File: config.mk
export PLATFORM = sky130hd
export DESIGN_NAME = fifo_wr_sched
export DESIGN_NICKNAME = d
export VERILOG_FILES = /design/src/rtl/fifo_wr_sched_pkg.sv /design/src/rtl/fifo_wr_sched_rr_arb2.sv /design/src/rtl/fifo_wr_sched.sv
export SDC_FILE = /design/constraint.sdc
export NUM_CORES = 1
export LEC_CHECK = 0
export CAP_MARGIN = 10
export CORE_MARGIN = 4
export CORE_UTILIZATION = 45
export DETAILED_ROUTE_END_ITERATION = 7
export PLACE_DENSITY = 0.83
export SLEW_MARGIN = 20
export SYNTH_ARGS = -nofsm -noshare
export SYNTH_HDL_FRONTEND = slang
export SYNTH_SLANG_ARGS = --single-unit
File: constraint.sdc
create_clock -name wclk -period 2.6 [get_ports wclk]
set_input_delay 0.65 -clock wclk [delete_from_list [all_inputs] [get_ports wclk]]
set_output_delay 0.65 -clock wclk [all_outputs]
set_load 0.01 [all_outputs]
File: src/rtl/fifo_wr_sched_pkg.sv
// Shared encodings for the FIFO write-side scheduler.
// Latency: n/a (types and constants only).
// Backpressure: n/a.
package fifo_wr_sched_pkg;

    typedef enum logic [1:0] {
        IDLE        = 2'd0,
        SEND_REG    = 2'd1,
        SEND_ALU_LO = 2'd2,
        SEND_ALU_HI = 2'd3
    } state_t;

    localparam logic [1:0] GNT_NONE = 2'b00;
    localparam logic [1:0] GNT_REG  = 2'b01;
    localparam logic [1:0] GNT_ALU  = 2'b10;

    // Encoding of the remembered previous winner.
    localparam logic LAST_REG = 1'b0;
    localparam logic LAST_ALU = 1'b1;

endpackage

File: src/rtl/fifo_wr_sched_rr_arb2.sv
// Two-requester round-robin arbiter; bit0 = REG, bit1 = ALU.
// Latency: purely combinational, no state held here.
// Backpressure: en low suppresses every grant.
module rr_arb2
    import fifo_wr_sched_pkg::*;
(
    input  logic [1:0] req,
    input  logic       last_grant,
    input  logic       en,
    output logic [1:0] gnt
);

    // A single requester wins outright; on a tie the one that did not win last time goes.
    always_comb begin
        gnt = GNT_NONE;
        if (en) begin
            case (req)
                2'b01:   gnt = GNT_REG;
                2'b10:   gnt = GNT_ALU;
                2'b11:   gnt = (last_grant == LAST_ALU) ? GNT_REG : GNT_ALU;
                default: gnt = GNT_NONE;
            endcase
        end
    end

endmodule

File: src/rtl/fifo_wr_sched.sv
// Shares the async FIFO write port between REG readback (1 byte) and ALU results (2 bytes, low first).
// Latency: accept in cycle N, first beat written in N+1, ALU high beat in N+2.
// Backpressure: wfull stalls the current beat with winc low and wr_data held; no new accept until done.
module fifo_wr_sched
    import fifo_wr_sched_pkg::*;
#(
    parameter int DW    = 8,
    parameter int CNT_W = 16
) (
    input  logic              wclk,
    input  logic              wrst_n,
    input  logic              reg_valid,
    input  logic [DW-1:0]     reg_data,
    output logic              reg_ready,
    input  logic              alu_valid,
    input  logic [2*DW-1:0]   alu_data,
    output logic              alu_ready,
    input  logic              wfull,
    output logic              winc,
    output logic [DW-1:0]     wr_data,
    output logic              busy,
    output logic [1:0]        grant,
    output logic [CNT_W-1:0]  push_cnt
);

    state_t            state;
    state_t            state_nxt;
    logic [2*DW-1:0]   hold;
    logic              last_grant;
    logic [1:0]        arb_gnt;
    logic              accept_reg;
    logic              accept_alu;

    // Arbitration only runs in IDLE and is forced off while reset is asserted.
    rr_arb2 u_arb (
        .req        ({alu_valid, reg_valid}),
        .last_grant (last_grant),
        .en         (wrst_n && (state == IDLE)),
        .gnt        (arb_gnt)
    );

    assign reg_ready  = arb_gnt[0];
    assign alu_ready  = arb_gnt[1];
    assign accept_reg = reg_valid && reg_ready;
    assign accept_alu = alu_valid && alu_ready;
    assign busy       = wrst_n && (state != IDLE);

    // Next state plus the write-port outputs; a beat retires only when wfull is low.
    always_comb begin
        state_nxt = state;
        winc      = 1'b0;
        wr_data   = '0;
        grant     = GNT_NONE;
        case (state)
            IDLE: begin
                grant = arb_gnt;
                if (accept_reg)      state_nxt = SEND_REG;
                else if (accept_alu) state_nxt = SEND_ALU_LO;
            end
            SEND_REG: begin
                grant   = GNT_REG;
                wr_data = hold[DW-1:0];
                winc    = !wfull;
                if (!wfull) state_nxt = IDLE;
            end
            SEND_ALU_LO: begin
                grant   = GNT_ALU;
                wr_data = hold[DW-1:0];
                winc    = !wfull;
                if (!wfull) state_nxt = SEND_ALU_HI;
            end
            SEND_ALU_HI: begin
                grant   = GNT_ALU;
                wr_data = hold[2*DW-1:DW];
                winc    = !wfull;
                if (!wfull) state_nxt = IDLE;
            end
            default: state_nxt = IDLE;
        endcase
        // Reset must kill the write strobe immediately, not at the next edge.
        if (!wrst_n) begin
            winc    = 1'b0;
            wr_data = '0;
            grant   = GNT_NONE;
        end
    end

    // State register, holding register and round-robin history.
    always_ff @(posedge wclk or negedge wrst_n) begin
        if (!wrst_n) begin
            state      <= IDLE;
            hold       <= '0;
            last_grant <= LAST_ALU;
        end else begin
            state <= state_nxt;
            if (accept_reg) begin
                hold       <= {{DW{1'b0}}, reg_data};
                last_grant <= LAST_REG;
            end else if (accept_alu) begin
                hold       <= alu_data;
                last_grant <= LAST_ALU;
            end
        end
    end

    // Count every byte actually pushed into the FIFO; wraps naturally.
    always_ff @(posedge wclk or negedge wrst_n) begin
        if (!wrst_n) begin
            push_cnt <= '0;
        end else if (winc) begin
            push_cnt <= push_cnt + {{(CNT_W-1){1'b0}}, 1'b1};
        end
    end

endmodule

## Yosys cells after proc, flatten, opt, wreduce, memory -nomap -nowiden

Index checks and enable logic that the tools add are counted.

- Reduce and logical (&&, ||, !) cells: 13
- Multiplexer cells: 18
- $add $sub $neg: 1
- Equal/unequal tests: 9

Operators by type and width:

| kind | number |
|---|---|
| $mux 16 | 2 |
| $pmux 2 s3 | 3 |
| $add 16x1->16 const B | 1 |
| $pmux 8 s2 | 1 |
| $mux 2 | 7 |
| $eq 2x2->1 const B | 4 |
| $mux 8 | 1 |
| $reduce_or 2->1 | 3 |
| $eq 2x1->1 const B | 2 |
| $logic_and 1x1->1 | 4 |
| $mux 1 | 4 |
| $ne 2x2->1 const B | 2 |
| $reduce_bool 2->1 | 2 |
| $ne 3x3->1 const B | 1 |
| $reduce_and 3->1 | 1 |
| $reduce_or 3->1 | 1 |
| $logic_not 2->1 | 1 |
| $logic_not 1->1 | 1 |

- Register bits after elaboration: 35
- Output and inout bits: 30

## Logic depth before layout (Yosys ltp)

- Depth after elaboration: 7
- Gate-level depth with buffers: 8
- Gate-level depth less buffers: 6

## By module

From an unflattened synthesis, not the netlist that was laid out.

- Cells, all modules: 189
- Area, all modules: 1851.8 µm²

By module, submodules not included:

| module | cells each | area an instance (µm²) | instances | seq. area each (µm²) |
|---|---|---|---|---|
| fifo_wr_sched | 184 | 1830.5 | 1 | 877.1 |
| rr_arb2 | 5 | 21.3 | 1 | 0.0 |

## Worst setup path before layout

Ideal clock, no wire load.

- Path type: reg-to-output
- Start: register state[0]
- End: output port grant[0]
- Required time: 1950 ps
- Stages on the path, launching flop included: 7
- Arrival time: 1446 ps
- Setup slack: 504 ps
- Cell sequence: dfrtp_1 -> inv_1 -> ha_1 -> and2_1 -> and3_1 -> buf_2 -> o22a_1

- Word-level cells in the longest chain between the ends: 5
- Elaborated cells on any way between the ends: 9
- Those cells by class: 3 x eq/ne; 3 x mux; 3 x reduce/logical

RTL lines:

| what | RTL line | source |
|---|---|---|
| start: declaration | fifo_wr_sched.sv:26 | `state_t state;` |
| start signal: assignment | fifo_wr_sched.sv:95 | `state <= state_nxt;` |
| $logic_not 2->1 | fifo_wr_sched.sv:38 | `.en (wrst_n && (state == IDLE)),` |
| $logic_and 1x1->1 | fifo_wr_sched.sv:38 |  |
| $mux 2 | fifo_wr_sched_rr_arb2.sv:16 | `if (en) begin` |
| via reg_ready | fifo_wr_sched.sv:14 | `output logic reg_ready,` |
| $pmux 2 s3 | fifo_wr_sched.sv:54 | `case (state)` |
| $mux 2 | fifo_wr_sched.sv:81 | `if (!wrst_n) begin` |
| end: declaration | fifo_wr_sched.sv:22 | `output logic [1:0] grant,` |

The timed path passes the listed nets, and every way through them passes these cells.

## Worst setup path in the final report

- Start: input port reg_valid
- End: output port grant[1]

- Word-level cells in the longest chain between the ends: 5
- Elaborated cells on any way between the ends: 7
- Those cells by class: 3 x eq/ne; 4 x mux

RTL lines:

| what | RTL line | source |
|---|---|---|
| start: declaration | fifo_wr_sched.sv:12 | `input logic reg_valid,` |
| $eq 2x2->1 / $eq 2x1->1 (equally long branches) | fifo_wr_sched_rr_arb2.sv:17 | `case (req)` |
| $pmux 2 s3 (*) | fifo_wr_sched_rr_arb2.sv:17 |  |
| $mux 2 (*) | fifo_wr_sched_rr_arb2.sv:16 |  |
| $pmux 2 s3 (*) | fifo_wr_sched.sv:54 |  |
| $mux 2 (*) | fifo_wr_sched.sv:81 |  |

Mark *: on every way between the ends. The rest lies on a longest branch, timed or not.

==> impl_metrics.xml <==
<?xml version="1.0" encoding="UTF-8"?>
<metrics>
  <group name="cts">
    <metric name="post_cts_hold_buffer_count" unit="">0</metric>
    <metric name="cts_tree" unit="">done</metric>
    <metric name="clk_path_buf_depth" unit="">2</metric>
    <metric name="cts.root.buffer_cell" unit="">sky130_fd_sc_hd__clkbuf_8</metric>
    <metric name="numCtsBuffers" unit="">5</metric>
    <metric name="clk_pin_slew_worst_paths" unit="ns">0.07</metric>
    <metric name="tritoncts_num_sinks" unit="">35</metric>
    <metric name="clock_latency" unit="ns">0.28</metric>
    <metric name="htreeDepth" unit="">2</metric>
  </group>
  <group name="critical_path">
    <metric name="critical_path.endpoint_type" unit="">primary output</metric>
    <metric name="worst-setup-path-type" unit="">in -&gt; out</metric>
    <metric name="cp_data_arrival_time" unit="ns">1.84</metric>
    <metric name="worst-path-max-fanout" unit="">3</metric>
    <metric name="startpoint_type" unit="">input pin</metric>
    <metric name="required_time_at_the_endpoint_of_the_critical_path" unit="ns">1.95</metric>
  </group>
  <group name="pwr">
    <metric name="combinational_fraction_of_design_power" unit="%">45.4</metric>
    <metric name="share_seq_of_total_power" unit="%">36.5</metric>
    <metric name="clockPowerShare" unit="%">18.1</metric>
    <metric name="power-per-cell-area" unit="nW/um2">909</metric>
    <metric name="totalPowerFinal" unit="W">0.00241</metric>
    <metric name="switching_share" unit="%">34.9</metric>
    <metric name="net-switching-power" unit="W">0.000841</metric>
    <metric name="p_int" unit="W">0.00157</metric>
    <metric name="vdd_drop_max" unit="mV">0.392</metric>
    <metric name="cellLeakagePower" unit="nW">1.28</metric>
  </group>
  <group name="timing">
    <metric name="setup_viol" unit="">0</metric>
    <metric name="whs" unit="ns">0.215</metric>
    <metric name="hold_violations" unit="">0</metric>
    <metric name="report.final.slew_viol_count" unit="">0</metric>
    <metric name="grt_setup_unrepaired" unit="">false</metric>
    <metric name="final.min_clock_period" unit="ns">2.49</metric>
    <metric name="worst_slew_pin_slew" unit="ns">0.321</metric>
    <metric name="timing.fmax" unit="MHz">401</metric>
    <metric name="timing.clock.skew" unit="ns">0.00232</metric>
    <metric name="timing.final.crit_share" unit="%">95.9</metric>
    <metric name="relative_slew_margins" unit="%">78.6</metric>
  </group>
  <group name="place">
    <metric name="detailedPlacementHpwl" unit="mm">3.09</metric>
    <metric name="gp_congestion" unit="">0.816</metric>
    <metric name="place.port_buffers" unit="">58</metric>
  </group>
  <group name="synth">
    <metric name="synth.top_cells.by_area" unit="">sky130_fd_sc_hd__dfrtp_1, sky130_fd_sc_hd__xnor2_1, sky130_fd_sc_hd__ha_1, sky130_fd_sc_hd__nor2_1, sky130_fd_sc_hd__a22o_1</metric>
    <metric name="synth-adder-area-share" unit="%">4.26</metric>
    <metric name="netlist_area" unit="um2">1760</metric>
    <metric name="synth-seq-cells" unit="">35</metric>
    <metric name="synth_warnings" unit="">0</metric>
    <metric name="post_synthesis_compound_gate_area_fraction" unit="%">16.0</metric>
    <metric name="synth_top_area_share" unit="%">48.3</metric>
    <metric name="synth_simple_gate_area_share" unit="%">16.9</metric>
    <metric name="post_synth_net_total" unit="">206</metric>
    <metric name="yosysSeqAreaShare" unit="%">49.8</metric>
    <metric name="synth_top_family_by_area" unit="">simple AND/OR/NAND/NOR gates</metric>
    <metric name="synthMuxAreaShare" unit="%">2.41</metric>
    <metric name="synth_largest_area_cell" unit="">sky130_fd_sc_hd__dfrtp_1</metric>
    <metric name="avgSynthCellArea" unit="um2">10.3</metric>
    <metric name="synth.distinct_cells" unit="">37</metric>
    <metric name="synth_xor_area_share" unit="%">7.45</metric>
    <metric name="syn-instance-count" unit="">171</metric>
  </group>
  <group name="final_layout">
    <metric name="layout-area-overhead-vs-synth" unit="%">50.3</metric>
    <metric name="most-common-layout-cells" unit="">sky130_fd_sc_hd__clkdlybuf4s50_1, sky130_fd_sc_hd__dfrtp_1, sky130_fd_sc_hd__nor2_1</metric>
    <metric name="final_layout_size_suffix_gt1_share" unit="%">17.1</metric>
    <metric name="insertedDiodeCount" unit="">0</metric>
    <metric name="layout.nets" unit="">280</metric>
    <metric name="layout_commonest_cell" unit="">sky130_fd_sc_hd__clkdlybuf4s50_1</metric>
  </group>
  <group name="route">
    <metric name="initialDrtViolationCount" unit="">67</metric>
    <metric name="routed_wire_length_per_instance" unit="um">14.2</metric>
    <metric name="antenna_violating_nets_left" unit="">0</metric>
    <metric name="routed_wirelength" unit="mm">4.16</metric>
    <metric name="vias_per_instance" unit="">5.19</metric>
    <metric name="dr_total_vias" unit="">1527</metric>
    <metric name="drtPass1Iterations" unit="">5</metric>
    <metric name="remaining_drc_errors" unit="">0</metric>
  </group>
  <group name="global_route">
    <metric name="grt_first_pass_wirelength" unit="mm">6.80</metric>
    <metric name="grt_start_max_net_pins" unit="">17</metric>
    <metric name="grt_usage" unit="%">16.8</metric>
    <metric name="grt_overflow" unit="">0</metric>
    <metric name="antenna_found_initial" unit="">0</metric>
    <metric name="via_count_of_the_first_global_routing_pass" unit="">1536</metric>
  </group>
  <group name="floorplan">
    <metric name="floorplan.rows" unit="">22</metric>
    <metric name="die_w" unit="um">70.6</metric>
    <metric name="die_y" unit="um">70.6</metric>
    <metric name="initial_utilization" unit="%">47.4</metric>
    <metric name="ioPinCount" unit="">59</metric>
    <metric name="design.die.area" unit="um2">4980</metric>
    <metric name="core_area" unit="um2">3720</metric>
  </group>
  <group name="job">
    <metric name="maximum_capacitance_violations" unit="">0</metric>
  </group>
  <group name="run_status">
    <metric name="status" unit="">completed</metric>
  </group>
  <group name="min_path">
    <metric name="min_path_type" unit="">in -&gt; async</metric>
  </group>
</metrics>
power by group through the flow:
stage / combinational [W] / clock, W / sequential (W)
floorplan: 0.000579 / 0 / 0.000871
global placement: 0.000987 / 0 / 0.000885
detailed placement: 0.00101 / 0 / 0.000887
CTS: 0.00107 / 0.000442 / 0.000882
global route: 0.00121 / 0.000458 / 0.000906
finish: 0.00109 / 0.000435 / 0.000880
cells in the mapped netlist:
library cell	number
sky130_fd_sc_hd__nand2b_1	3
sky130_fd_sc_hd__xor2_1	2
sky130_fd_sc_hd__and3_1	1
sky130_fd_sc_hd__a21oi_1	11
sky130_fd_sc_hd__dfrtp_1	34
sky130_fd_sc_hd__xnor2_1	13
sky130_fd_sc_hd__inv_1	4
sky130_fd_sc_hd__buf_1	1
sky130_fd_sc_hd__nor3_4	1
sky130_fd_sc_hd__nor3b_4	1
sky130_fd_sc_hd__buf_2	4
sky130_fd_sc_hd__mux2i_1	2
sky130_fd_sc_hd__buf_4	1
sky130_fd_sc_hd__and4_1	1
sky130_fd_sc_hd__o21ai_0	1
sky130_fd_sc_hd__a21o_1	1
sky130_fd_sc_hd__o22a_1	1
sky130_fd_sc_hd__a22o_1	8
sky130_fd_sc_hd__ha_1	6
sky130_fd_sc_hd__dfstp_2	1
sky130_fd_sc_hd__o21a_1	1
sky130_fd_sc_hd__a21oi_2	1
sky130_fd_sc_hd__nand4_1	6
sky130_fd_sc_hd__o21ai_1	8
sky130_fd_sc_hd__mux2_1	1
sky130_fd_sc_hd__mux2_2	1
sky130_fd_sc_hd__nand3_2	3
sky130_fd_sc_hd__nor3_1	1
sky130_fd_sc_hd__clkbuf_1	3
sky130_fd_sc_hd__nand2_1	13
sky130_fd_sc_hd__nand3_1	4
sky130_fd_sc_hd__nor2b_1	1
sky130_fd_sc_hd__nor2_1	20
sky130_fd_sc_hd__o311a_1	1
sky130_fd_sc_hd__a22oi_1	8
sky130_fd_sc_hd__o31a_1	1
sky130_fd_sc_hd__and2_1	1
per-stage QoR:
| stage | utilization (%) | setup TNS, ns | worst slack (ns) | cell area [um2] | instances |
|---|---|---|---|---|---|
| 2_1_floorplan | - | 0 | 0.504 | 1760 | 171 |
| 3_3_place_gp | 66.4 | -0.650 | -0.273 | 2470 | 283 |
| 3_5_place_dp | 66.4 | -0.734 | -0.308 | 2470 | 283 |
| 4_1_cts | 70.1 | 0 | 0.0116 | 2600 | 292 |
| 5_1_grt | 71.3 | 0 | 0.0364 | 2650 | 294 |
| 6_report | 71.3 | 0 | 0.105 | 2650 | 294 |
sequential cells by signal, indices dropped and copies added, names as in the netlist:
register and flops:
hold 16, push_cnt 16, state 2, last_grant 1
path summary, 6_finish.rpt:
kind	slack, ns	depth (start not counted)	from	end
worst max-delay path	0.11	5	reg_valid	grant[1]
worst min-delay path	0.22	1	wrst_n	push_cnt[1]$_DFFE_PN0P_
worst max register to register	0.63	8	state[1]$_DFFE_PN0P_	push_cnt[12]$_DFFE_PN0P_
worst min register to register	0.47	1	push_cnt[15]$_DFFE_PN0P_	push_cnt[15]$_DFFE_PN0P_
max in group asynchronous	1.92	2	wrst_n	hold[2]$_DFFE_PN0P_
min in group wclk	0.47	1	push_cnt[15]$_DFFE_PN0P_	push_cnt[15]$_DFFE_PN0P_
final cells by class:
| type | count | area, um2 |
|---|---|---|
| Sequential cell | 35 | 878 |
| Clock buffer | 7 | 96.3 |
| Multi-Input combinational cell | 123 | 868 |
| Inverter | 4 | 15.0 |
| Clock inverter | 1 | 7.51 |
| Timing Repair Buffer | 76 | 724 |
| Tap cell | 48 | 60.1 |
| Fill cell | 274 | 1070 |
metal layers:
metal	track usage, %	vias up	part of all wire (%)
met1	20.4	722	42
met4	3.55	0	1.0
li1	-	746	-
met5	0	-	0
met2	29.4	53	51
met3	5.40	6	5.8
worst max-delay path, cell delays in order:
cell and delay, ns:
sky130_fd_sc_hd__clkdlybuf4s50_1 0.46, sky130_fd_sc_hd__a21oi_2 0.18, sky130_fd_sc_hd__nand2b_1 0.14, sky130_fd_sc_hd__o311a_1 0.16, sky130_fd_sc_hd__dlygate4sd2_1 0.26
what timing repair did:
| action | CTS | global route |
|---|---|---|
| setup buffers | 1 | 2 |
| gates resized for setup | 12 | 11 |
| endpoints found under the setup margin | 12 | 9 |
| pin swaps | 1 | 1 |
cell families (layout without fill, tap and decap cells):
group	after synthesis	count (layout)
simple gates	56	56
compound gates	42	42
flops	35	35
xor+xnor	15	15
buf+inv	13	88
fa+ha+maj	6	6
mux	4	4
Note: power is estimated with default switching activity, not from simulation.
